`src/rtl/gb_cpu_mcycle_sequencer.sv`:
```
// M-cycle sequencer: latches a decoded schedule and steps one control word per M-cycle.
// Optional performance counters are enabled with `define GB_CPU_SEQ_PERF_CNT_EN.
module gb_cpu_mcycle_sequencer #(
    parameter int MAX_M_CYCLES = 6,
    parameter int CTRL_W       = 32,
    parameter int CNT_W        = $clog2(MAX_M_CYCLES)
) (
    input  logic                           clk,
    input  logic                           reset,
    input  logic                           sched_valid,
    output logic                           sched_ready,
    input  logic [CNT_W-1:0]               sched_m_cycles,
    input  logic [MAX_M_CYCLES*CTRL_W-1:0] sched_ctrl,
    input  logic                           sched_cond_en,
    input  logic [CNT_W-1:0]               sched_cond_idx,
    input  logic                           sched_cb_prefix,
    input  logic                           cond_not_met,
    input  logic                           stall,
    output logic [CTRL_W-1:0]              ctrl_o,
    output logic                           ctrl_valid_o,
    output logic [CNT_W-1:0]               m_cycle_o,
    output logic                           last_cycle_o,
    output logic                           cb_prefix_o
`ifdef GB_CPU_SEQ_PERF_CNT_EN
    ,
    output logic [15:0]                    retired_cnt_o,
    output logic [15:0]                    stall_cnt_o
`endif
);

    typedef enum logic {
        S_IDLE = 1'b0,
        S_EXEC = 1'b1
    } state_t;

    localparam logic [CNT_W-1:0] LAST_IDX = CNT_W'(MAX_M_CYCLES - 1);
    localparam logic [CNT_W-1:0] IDX_ONE  = CNT_W'(1);

    state_t                           state_q, state_d;
    logic [CTRL_W-1:0]                ctrl_q, ctrl_d;
    logic [CNT_W-1:0]                 m_cycle_q, m_cycle_d;
    logic                             cb_prefix_q, cb_prefix_d;
    logic [MAX_M_CYCLES*CTRL_W-1:0]   sched_buf_q, sched_buf_d;
    logic [CNT_W-1:0]                 n_q, n_d;
    logic                             cond_en_q, cond_en_d;
    logic [CNT_W-1:0]                 cond_idx_q, cond_idx_d;
    logic                             cb_lat_q, cb_lat_d;

    logic                             last_s;
    logic                             retire_s;
    logic                             ready_s;
    logic                             accept_s;
    logic [CNT_W-1:0]                 n_new_s;
    logic [CNT_W-1:0]                 m_next_s;

    // Last-slot detection and handshake; a stalled last slot neither retires nor accepts.
    always_comb begin
        last_s   = 1'b0;
        if (state_q == S_EXEC) begin
            last_s = (m_cycle_q == n_q) ||
                     (cond_en_q && (m_cycle_q == cond_idx_q) && cond_not_met);
        end else begin
            last_s = 1'b0;
        end
        retire_s = (state_q == S_EXEC) && last_s && !stall;
        ready_s  = (state_q == S_IDLE) || retire_s;
        accept_s = sched_valid && ready_s;
        n_new_s  = (sched_m_cycles > LAST_IDX) ? LAST_IDX : sched_m_cycles;
        m_next_s = m_cycle_q + IDX_ONE;
    end

    // Next-state: accept, retire to idle, advance, or hold.
    always_comb begin
        state_d     = state_q;
        ctrl_d      = ctrl_q;
        m_cycle_d   = m_cycle_q;
        cb_prefix_d = cb_prefix_q;
        sched_buf_d = sched_buf_q;
        n_d         = n_q;
        cond_en_d   = cond_en_q;
        cond_idx_d  = cond_idx_q;
        cb_lat_d    = cb_lat_q;

        if (accept_s) begin
            state_d     = S_EXEC;
            m_cycle_d   = '0;
            ctrl_d      = sched_ctrl[CTRL_W-1:0];
            sched_buf_d = sched_ctrl;
            n_d         = n_new_s;
            cond_en_d   = sched_cond_en && (sched_cond_idx <= n_new_s);
            cond_idx_d  = sched_cond_idx;
            cb_lat_d    = sched_cb_prefix;
        end else if (retire_s) begin
            state_d   = S_IDLE;
            m_cycle_d = '0;
        end else if ((state_q == S_EXEC) && !stall) begin
            m_cycle_d = m_next_s;
            ctrl_d    = sched_buf_q[int'(m_next_s)*CTRL_W +: CTRL_W];
        end else begin
            state_d = state_q;
        end

        if (retire_s) begin
            cb_prefix_d = cb_lat_q;
        end else begin
            cb_prefix_d = cb_prefix_q;
        end
    end

    // State and schedule registers.
    always_ff @(posedge clk) begin
        if (reset) begin
            state_q     <= S_IDLE;
            ctrl_q      <= '0;
            m_cycle_q   <= '0;
            cb_prefix_q <= 1'b0;
            sched_buf_q <= '0;
            n_q         <= '0;
            cond_en_q   <= 1'b0;
            cond_idx_q  <= '0;
            cb_lat_q    <= 1'b0;
        end else begin
            state_q     <= state_d;
            ctrl_q      <= ctrl_d;
            m_cycle_q   <= m_cycle_d;
            cb_prefix_q <= cb_prefix_d;
            sched_buf_q <= sched_buf_d;
            n_q         <= n_d;
            cond_en_q   <= cond_en_d;
            cond_idx_q  <= cond_idx_d;
            cb_lat_q    <= cb_lat_d;
        end
    end

    assign sched_ready  = ready_s;
    assign last_cycle_o = last_s;
    assign ctrl_o       = ctrl_q;
    assign ctrl_valid_o = (state_q == S_EXEC);
    assign m_cycle_o    = m_cycle_q;
    assign cb_prefix_o  = cb_prefix_q;

`ifdef GB_CPU_SEQ_PERF_CNT_EN
    logic [15:0] retired_cnt_q, retired_cnt_d;
    logic [15:0] stall_cnt_q, stall_cnt_d;

    // Saturating retirement and stall counters.
    always_comb begin
        retired_cnt_d = retired_cnt_q;
        stall_cnt_d   = stall_cnt_q;
        if (retire_s && (retired_cnt_q != 16'hFFFF)) begin
            retired_cnt_d = retired_cnt_q + 16'd1;
        end else begin
            retired_cnt_d = retired_cnt_q;
        end
        if ((state_q == S_EXEC) && stall && (stall_cnt_q != 16'hFFFF)) begin
            stall_cnt_d = stall_cnt_q + 16'd1;
        end else begin
            stall_cnt_d = stall_cnt_q;
        end
    end

    // Counter registers.
    always_ff @(posedge clk) begin
        if (reset) begin
            retired_cnt_q <= 16'd0;
            stall_cnt_q   <= 16'd0;
        end else begin
            retired_cnt_q <= retired_cnt_d;
            stall_cnt_q   <= stall_cnt_d;
        end
    end

    assign retired_cnt_o = retired_cnt_q;
    assign stall_cnt_o   = stall_cnt_q;
`endif

endmodule
```
`config.mk`:
```
export PLATFORM = sky130hd
export DESIGN_NAME = gb_cpu_mcycle_sequencer
export DESIGN_NICKNAME = d
export VERILOG_FILES = /design/src/rtl/gb_cpu_mcycle_sequencer.sv
export SDC_FILE = /design/constraint.sdc
export NUM_CORES = 1
export LEC_CHECK = 0
export CAP_MARGIN = 20
export CORE_AREA = 2 2 153 155
export DETAILED_ROUTE_END_ITERATION = 8
export DIE_AREA = 0 0 155 157
export PLACE_DENSITY = 0.76
export SLEW_MARGIN = 15
export SYNTH_ARGS = -nofsm -noshare
export SYNTH_HDL_FRONTEND = slang
export SYNTH_SLANG_ARGS = --single-unit
```
`constraint.sdc`:
```
create_clock -name clk -period 2.13 [get_ports clk]
set_input_delay 0.426 -clock clk [delete_from_list [all_inputs] [get_ports clk]]
set_output_delay 0.426 -clock clk [all_outputs]
set_load 0.01 [all_outputs]
```
# == Word-level counts from Yosys, hierarchy flattened ==
# Index checks and enable logic that the tools add are counted.
# word_totals
out_inout_bits,39
register_bits,237
wordCells,38
# op_classes
n_bitwise,1
n_eq_ne,3
add_sub_neg,1
n_reduce_logical,14
n_mux,7
n_lt_le_gt_ge,2
shifts,1
# op_table
cell,n
variable part select 192 x 9 -> 32 bit,1
2-to-1 mux 32 bit,3
logical AND 1 bit,7
== test 3 bit,2
nonzero test 2 bit,2
"adder 3 x 1 -> 3 bit, second input constant",1
"> comparator 3 bit, second input constant",1
<= comparator 3 bit,1
2-to-1 mux 1 bit,3
2-to-1 mux 3 bit,1
OR reduction 3 bit,1
logical OR 1 bit,2
"!= test 2 x 1 -> 1 bit, second input constant",1
AND reduction 2 bit,1
zero test 1 bit,1
inverter 1 bit,1

# == Logic depth before layout (Yosys ltp) ==
# Gate-level depths: netlist of run 1.
# depth
depth_word,11
mapped_depth,9

# == Worst setup path after synthesis of run 1 ==
# OpenSTA, ideal clock, no wires.
# synth_timing
kind,register to register
from,reg m_cycle_q[1] (netlist: m_cycle_o[1])
to,reg ctrl_q[13] (netlist: ctrl_o[13])
stages_incl_launch_ff,7
arrival_time_ns,2.031
setup_slack_ns,-0.034
required_time_ns,1.997
path_cell_list,dfxtp_1 ha_1 buf_2 buf_2 mux4_2 a21oi_1 o221ai_1
# synth_lines
element,line_no,rtl
from (decl),41,"logic [CNT_W-1:0] m_cycle_q, m_cycle_d;"
from (signal assigned),125,m_cycle_q <= m_cycle_d;
adder 3 x 1 -> 3 bit,69,m_next_s = m_cycle_q + IDX_ONE;
net m_next_s[1],54,logic [CNT_W-1:0] m_next_s;
variable part select 192 x 9 -> 32 bit,98,ctrl_d = sched_buf_q[int'(m_next_s)*CTRL_W +: CTRL_W];
2-to-1 mux 32 bit,96,end else if ((state_q == S_EXEC) && !stall) begin
2-to-1 mux 32 bit,93,end else if (retire_s) begin
2-to-1 mux 32 bit,84,if (accept_s) begin
to (signal assigned),124,ctrl_q <= ctrl_d;
to (decl),40,"logic [CTRL_W-1:0] ctrl_q, ctrl_d;"
# The timed path passes the listed nets, and every way through them passes these cells. The select of a mux whose other input is x is not followed.
# A chain may end at the register's enable or synchronous reset.

# == Final worst setup path of run 1 ==
# layout_timing
from,reg m_cycle_q[2] (netlist: m_cycle_o[2])
to,out last_cycle_o
# layout_via
elab_chain_len,5
# layout_lines
element,line_no,rtl
== test 3 bit,61,(cond_en_q && (m_cycle_q == cond_idx_q) && cond_not_met);
logical AND 1 bit (2 in series),61,
logical OR 1 bit (*),60,last_s = (m_cycle_q == n_q) ||
2-to-1 mux 1 bit (*),59,if (state_q == S_EXEC) begin
to (decl),22,"output logic last_cycle_o,"
# Every way passes the cells marked *; elsewhere a longest branch is shown, timed or not.

==> results of run 1 <==
==> cells in the final DEF, fill, tap and decap left out, drive strengths merged, types with 5 or more instances in the layout <==
master,n
mux2i,33
nand2,434
clkbuf,48
nand2b,5
mux4,32
nor3,36
dfxtp,237
clkdlybuf4s50,240
a21oi,235
o221ai,32
xor2,6
inv,35
buf,51
==> where the power goes <==
group          switching [mW]  internal [mW]  total, mW
Clock                    1.73           2.58       4.31
Sequential              0.188           4.78       4.97
Combinational           0.944           1.01       1.95
==> flip-flops by register name, summed over array words and instances (netlist names), 3 cells and up <==
name         count
sched_buf_q    192
ctrl_o          32
cond_idx_q       3
m_cycle_o        3
n_q              3
==> logic make-up after synthesis <==
family | count (synthesis) | share of synthesized area (%)
buf+inv | 133 | 6.700
fa+ha+maj | 4 | 0.4982
simple gates | 486 | 19.07
compound gates | 280 | 15.44
xor+xnor | 7 | 0.6102
flops | 237 | 47.22
mux | 65 | 10.46
==> metrics by stage <==
stage                     area [µm²]  util (%)  instances  worst slack, ps  hold WS (ps)
after detailed placement       12870     57.20       1684           -382.2         441.1
after CTS                      13710     60.93       1730           -193.8         93.87
after global routing           13930     61.91       1740           -189.8         103.0
final                          13930     61.91       1740           -96.16         111.1
after global placement         12870     57.20       1684           -361.8         435.3
after floorplan                10050         -       1212            48.87         428.6
==> repair_timing <==
item	4_1_cts	5_1_grt
setup buffers	1	4
cloned	0	6
pin swaps	2	4
gates resized for setup	16	9
setup endpoints to repair	2	121
==> critical path: stages, from the launching register on <==
cell	delay, ps
dfxtp_2	330
buf_6	120
xor2_4	150
nor4_4	240
nor2_2	80
buf_4	130
nor2b_1	90
buf_2	130
==> routing by layer <==
layer  global-route usage, %  vias to the layer above
met5                       0                        -
met3                   4.433                       64
met1                   28.98                     4466
met2                   42.46                      404
li1                        -                     4541
met4                   7.804                        0
==> area by class of cell <==
| type | instances | share of cell area (%) |
|---|---|---|
| Clock buffer | 43 | 5.569 |
| Tap cell | 285 | 2.560 |
| Inverter | 35 | 0.9431 |
| Multi-Input combinational cell | 842 | 33.95 |
| Sequential cell | 237 | 34.10 |
| Clock inverter | 2 | 0.2515 |
| Timing Repair Buffer | 296 | 22.62 |
==> final timing paths <==
check | startpoint | to
max | m_cycle_o[2] | last_cycle_o
min | reset | sched_buf_q[27]
max reg2reg | m_cycle_o[0] | ctrl_o[21]
min reg2reg | sched_buf_q[168] | sched_buf_q[168]
==> results.cfg, run 1 <==
[worst_setup_path]
crit_arrival_ps = 1800
cp-start-kind = register
worstPathMaxFanout = 3
end_kind = output port
path_class = register to output port
worstPathRequired_ps = 1700
regToRegSetupSlack_ps = 50
rr_worst_depth = 6

[synth]
ys_ff_latch = 237
synth_edf_count = 0
synth_common_cells = 434 x nand2_1, 237 x dfxtp_1, 235 x a21oi_1
synth_ff_type = dfxtp_1
synthCells = 1212
synth_area_per_cell_um2 = 8.290
post-synth-top-count-cell = nand2_1
synth_fp_nets = 1421
synth_top_area_share_pct = 47.22
synth_area_um2 = 10050
synth_cell_types = 31
async_flop_share_pct = 0
synth-seq-area-share_pct = 47.22
synthTopCellsByArea = dfxtp_1 47%, nand2_1 16%, a21oi_1 12%, mux4_2 7.2%, mux2i_1 3.3%
ys_warn_count = 0
yosysTopAreaCell = dfxtp_1

[clocking]
clock-sinks = 237
htreeDepth = 1
clk_path_buf_depth = 3
ctsHoldBuffers = 0
cts_buffers = 26
cts-root-buf = clkbuf_16
clkLatencyLatePin_ps = 520
path_clk_slew_ps = 60
cts_tree = built

[detailed_routing]
wl_met1_mm = 12.27
post_drt_wl_per_cell_um = 17.93
drt-initial-drc-count = 606
highest_layer = met4
via_per_inst = 5.445
vias = 9475
wl_met2_mm = 15.48
routed_wirelength_mm = 31.20
wl_met3_mm = 2.477
drt_first_pass_iters = 6
drc = 0
ant_nets = 0

[timing]
rsz0062_at_grt = yes
slew_violations = 0
hold_violations = 0
tightest_slew_ps = 703.6
setup_violations = 2
setup-tns-final_ps = -114.8
fin_skew_ps = 14.63
slew_headroom_pct = 53.09
fmax_mhz = 449.2
finalCriticalPeriod_ps = 2226
setup_slack_ps = -96.16
final.period_utilization_pct = 104.5

[final_layout]
syn2layout_area_growth_pct = 38.66
multi_input_area_um2 = 4730
drive_above_1_share_pct = 9.485
fin_nets = 1647
fill_cells = 1937
regArea_um2 = 4751
diodes = 0

[power_and_ir_drop]
p_leak_nw = 5.217
p_total_mw = 11.23
vdd_drop_max_mv = 0.5020
powerDensity_nw_per_um2 = 806.5

[min_path]
hold_depth = 2
hold_class = primary input to register

[global_route]
grt_pass1_vias = 9066
grt_pass1_wl_mm = 46.49
grt_antenna_before_repair = 1
grt_use_total_pct = 23.79
grt_max_degree = 161
grt_remaining_overflow = 0

[placement]
port_buffers = 243
dp_hpwl_mm = 19.88
place_congestion = 0.8300

[floorplanning]
die-area_um2 = 24340
die-width_um = 155
core_region_area_um2 = 22500
io_pins = 244
die_h_um = 157
start_util_pct = 44.65
rows = 55

[outcome]
violations = setup timing
outcome = finished with violations

[run]
cap_violations = 0
Note: power is estimated with default switching activity, not from simulation.
==> inputs of run 2 (changes only) <==
--- a/config.mk
+++ b/config.mk
@@ -6,11 +6,10 @@
 export NUM_CORES = 1
 export LEC_CHECK = 0
 export CAP_MARGIN = 20
-export CORE_AREA = 2 2 153 155
+export CORE_AREA = 2 2 173 175
 export DETAILED_ROUTE_END_ITERATION = 8
-export DIE_AREA = 0 0 155 157
-export PLACE_DENSITY = 0.76
-export SLEW_MARGIN = 15
+export DIE_AREA = 0 0 175 177
+export SLEW_MARGIN = 20
 export SYNTH_ARGS = -nofsm -noshare
 export SYNTH_HDL_FRONTEND = slang
 export SYNTH_SLANG_ARGS = --single-unit
==> constraint.sdc (replaced) <==
create_clock -name clk -period 2.1 [get_ports clk]
set_input_delay 0.42 -clock clk [delete_from_list [all_inputs] [get_ports clk]]
set_output_delay 0.42 -clock clk [all_outputs]
set_load 0.01 [all_outputs]
==> results.cfg, run 2 (synthesis gave the netlist of run 1 again) <==
[outcome]
outcome = finished with violations
violations = setup timing

[power_and_ir_drop]
p_sw_mw = 2.921
p_leak_nw = 5.274
p_total_mw = 11.56
vdd_drop_max_mv = 0.5525
pwr-share-seq_pct = 43.5
power_frac_comb_pct = 16.7
powerDensity_nw_per_um2 = 812.4
intPower_mw = 8.641
clkPwrFrac_pct = 39.7
swShare_pct = 25.26

[final_layout]
fin_nets = 1647
largest_reg_flops = 192
postLayoutCoreUtil_pct = 48.66
most-common-layout-cells = 434 x nand2_1, 240 x clkdlybuf4s50_1, 234 x dfxtp_1
stdcell_area_um2 = 14230
largest_register = sched_buf_q
mostFrequentLayoutCell = nand2_1
fill_cells = 2833
syn2layout_area_growth_pct = 41.64
drive_above_1_share_pct = 11.61

[clocking]
path_clk_slew_ps = 60
htreeDepth = 1
clock-sinks = 237
clkLatencyLatePin_ps = 520
cts_buffers = 26
cts-root-buf = clkbuf_16
clk_path_buf_depth = 3
cts_tree = built

[timing]
slew_violations = 0
slew_headroom_pct = 59.56
setup_violations = 2
fmax_mhz = 451.9
hold_violations = 0
rsz0062_at_grt = yes
tightest_slew_ps = 606.6
fin_skew_ps = 13.58
finalCriticalPeriod_ps = 2213
setup_slack_ps = -113.1
final.period_utilization_pct = 105.4

[floorplanning]
die_h_um = 177
rows = 63
die-area_um2 = 30980
start_util_pct = 34.36
io_pins = 244
core_region_area_um2 = 29240
die-width_um = 175

[detailed_routing]
ant_nets = 0
wl_met3_mm = 1.835
wl_met1_mm = 13.50
highest_layer = met4
via_per_inst = 4.965
routed_wirelength_mm = 32.59
drt-initial-drc-count = 546
wl_met2_mm = 16.51
vias = 9195
drt_first_pass_iters = 6
drc = 0
post_drt_wl_per_cell_um = 17.60

[global_route]
grt_antenna_before_repair = 6
grt_pass1_vias = 9150
grt_use_total_pct = 19.60
grt_remaining_overflow = 0
grt_pass1_wl_mm = 48.19
grt_max_degree = 112

[placement]
dp_hpwl_mm = 21.18
port_buffers = 243
placedInstanceArea_um2 = 12990
place_congestion = 0.8332

[run]
cap_violations = 0

[worst_setup_path]
crit_arrival_ps = 1790
worstPathRequired_ps = 1680
crit_start = m_cycle_o[2]
crit_slowest_cell = dfxtp_2
regToRegSetupSlack_ps = 30
critPathMaxStageDelay_ps = 330
end_kind = output port
crit_buf_inv = 3
timing.rr.start = m_cycle_o[1]
path_class = register to output port
crit_family = simple AND/OR/NAND/NOR gates
worstPathMaxFanout = 3
path_cells = buf_6 -> xor2_4 -> nor4_4 -> nor2_2 -> buf_4 -> nor2b_1 -> buf_2
cp-start-kind = register

[min_path]
hold_class = primary input to register
hold_start = reset
-- run 2: cell count changes in the layout (fill, tap and decap cells not counted), moves of 2 or more --
cell,change
a21oi_2,+25
diode_2,+6
a21oi_1,-25
clkbuf_8,+2
clkbuf_1,-5
clkinv_2,+3
buf_6,-2
-- run 2: final timing paths --
check / endpoint / cells past startpoint
hold reg to reg: sched_buf_q[27] / 2
setup / recovery: last_cycle_o / 7
setup reg to reg: ctrl_o[2] / 6
hold / removal: sched_buf_q[152] / 2
-- run 2: power groups by stage --
stage | clock network [mW] | registers [mW] | logic (mW)
5_1_grt | 4.85 | 5.07 | 2.11
2_1_floorplan | 0 | 5.10 | 0.989
3_3_place_gp | 0 | 5.11 | 1.82
3_5_place_dp | 0 | 5.13 | 1.84
4_1_cts | 4.69 | 5.03 | 1.85
6_report | 4.59 | 5.04 | 1.93
-- run 2: metrics by stage --
stage | setup slack, ps | cells | hold slack [ps] | TNS [ps]
after global routing | -223.2 | 1851 | 249.1 | -787.8
after floorplan | 18.87 | 1212 | 428.6 | 0
after CTS | -186.4 | 1836 | 220.7 | -303.1
final | -113.1 | 1852 | 234.2 | -158.9
after detailed placement | -403.5 | 1789 | 440.6 | -38710
after global placement | -392.9 | 1789 | 435.4 | -36320
-- run 2: layout make-up --
cell class | instances | area [µm²] | area share [%]
sequential | 237 | 4751 | 33.38
clock inverter | 6 | 80.08 | 0.5627
timing repair buffer | 296 | 3174 | 22.31
inverter | 35 | 131.4 | 0.9232
tap | 390 | 488.0 | 3.429
antenna | 6 | 15.01 | 0.1055
clock buffer | 40 | 784.5 | 5.513
multi-input combinational | 842 | 4807 | 33.78
-- run 2: repair_timing --
action                     in CTS  in global routing
resized for setup              17                 30
gates cloned                    0                  6
setup buffers                   1                  4
hold endpoints to repair        0                  0
hold buffers                    0                  0
pin swaps                       2                 12
setup endpoints to repair       3                 44
-- run 2: layer usage --
metal | vias to the layer above | track usage, %
met3 | 43 | 3.694
met5 | - | 0
li1 | 4545 | -
met2 | 257 | 35.90
met4 | 0 | 6.493
met1 | 4350 | 22.99
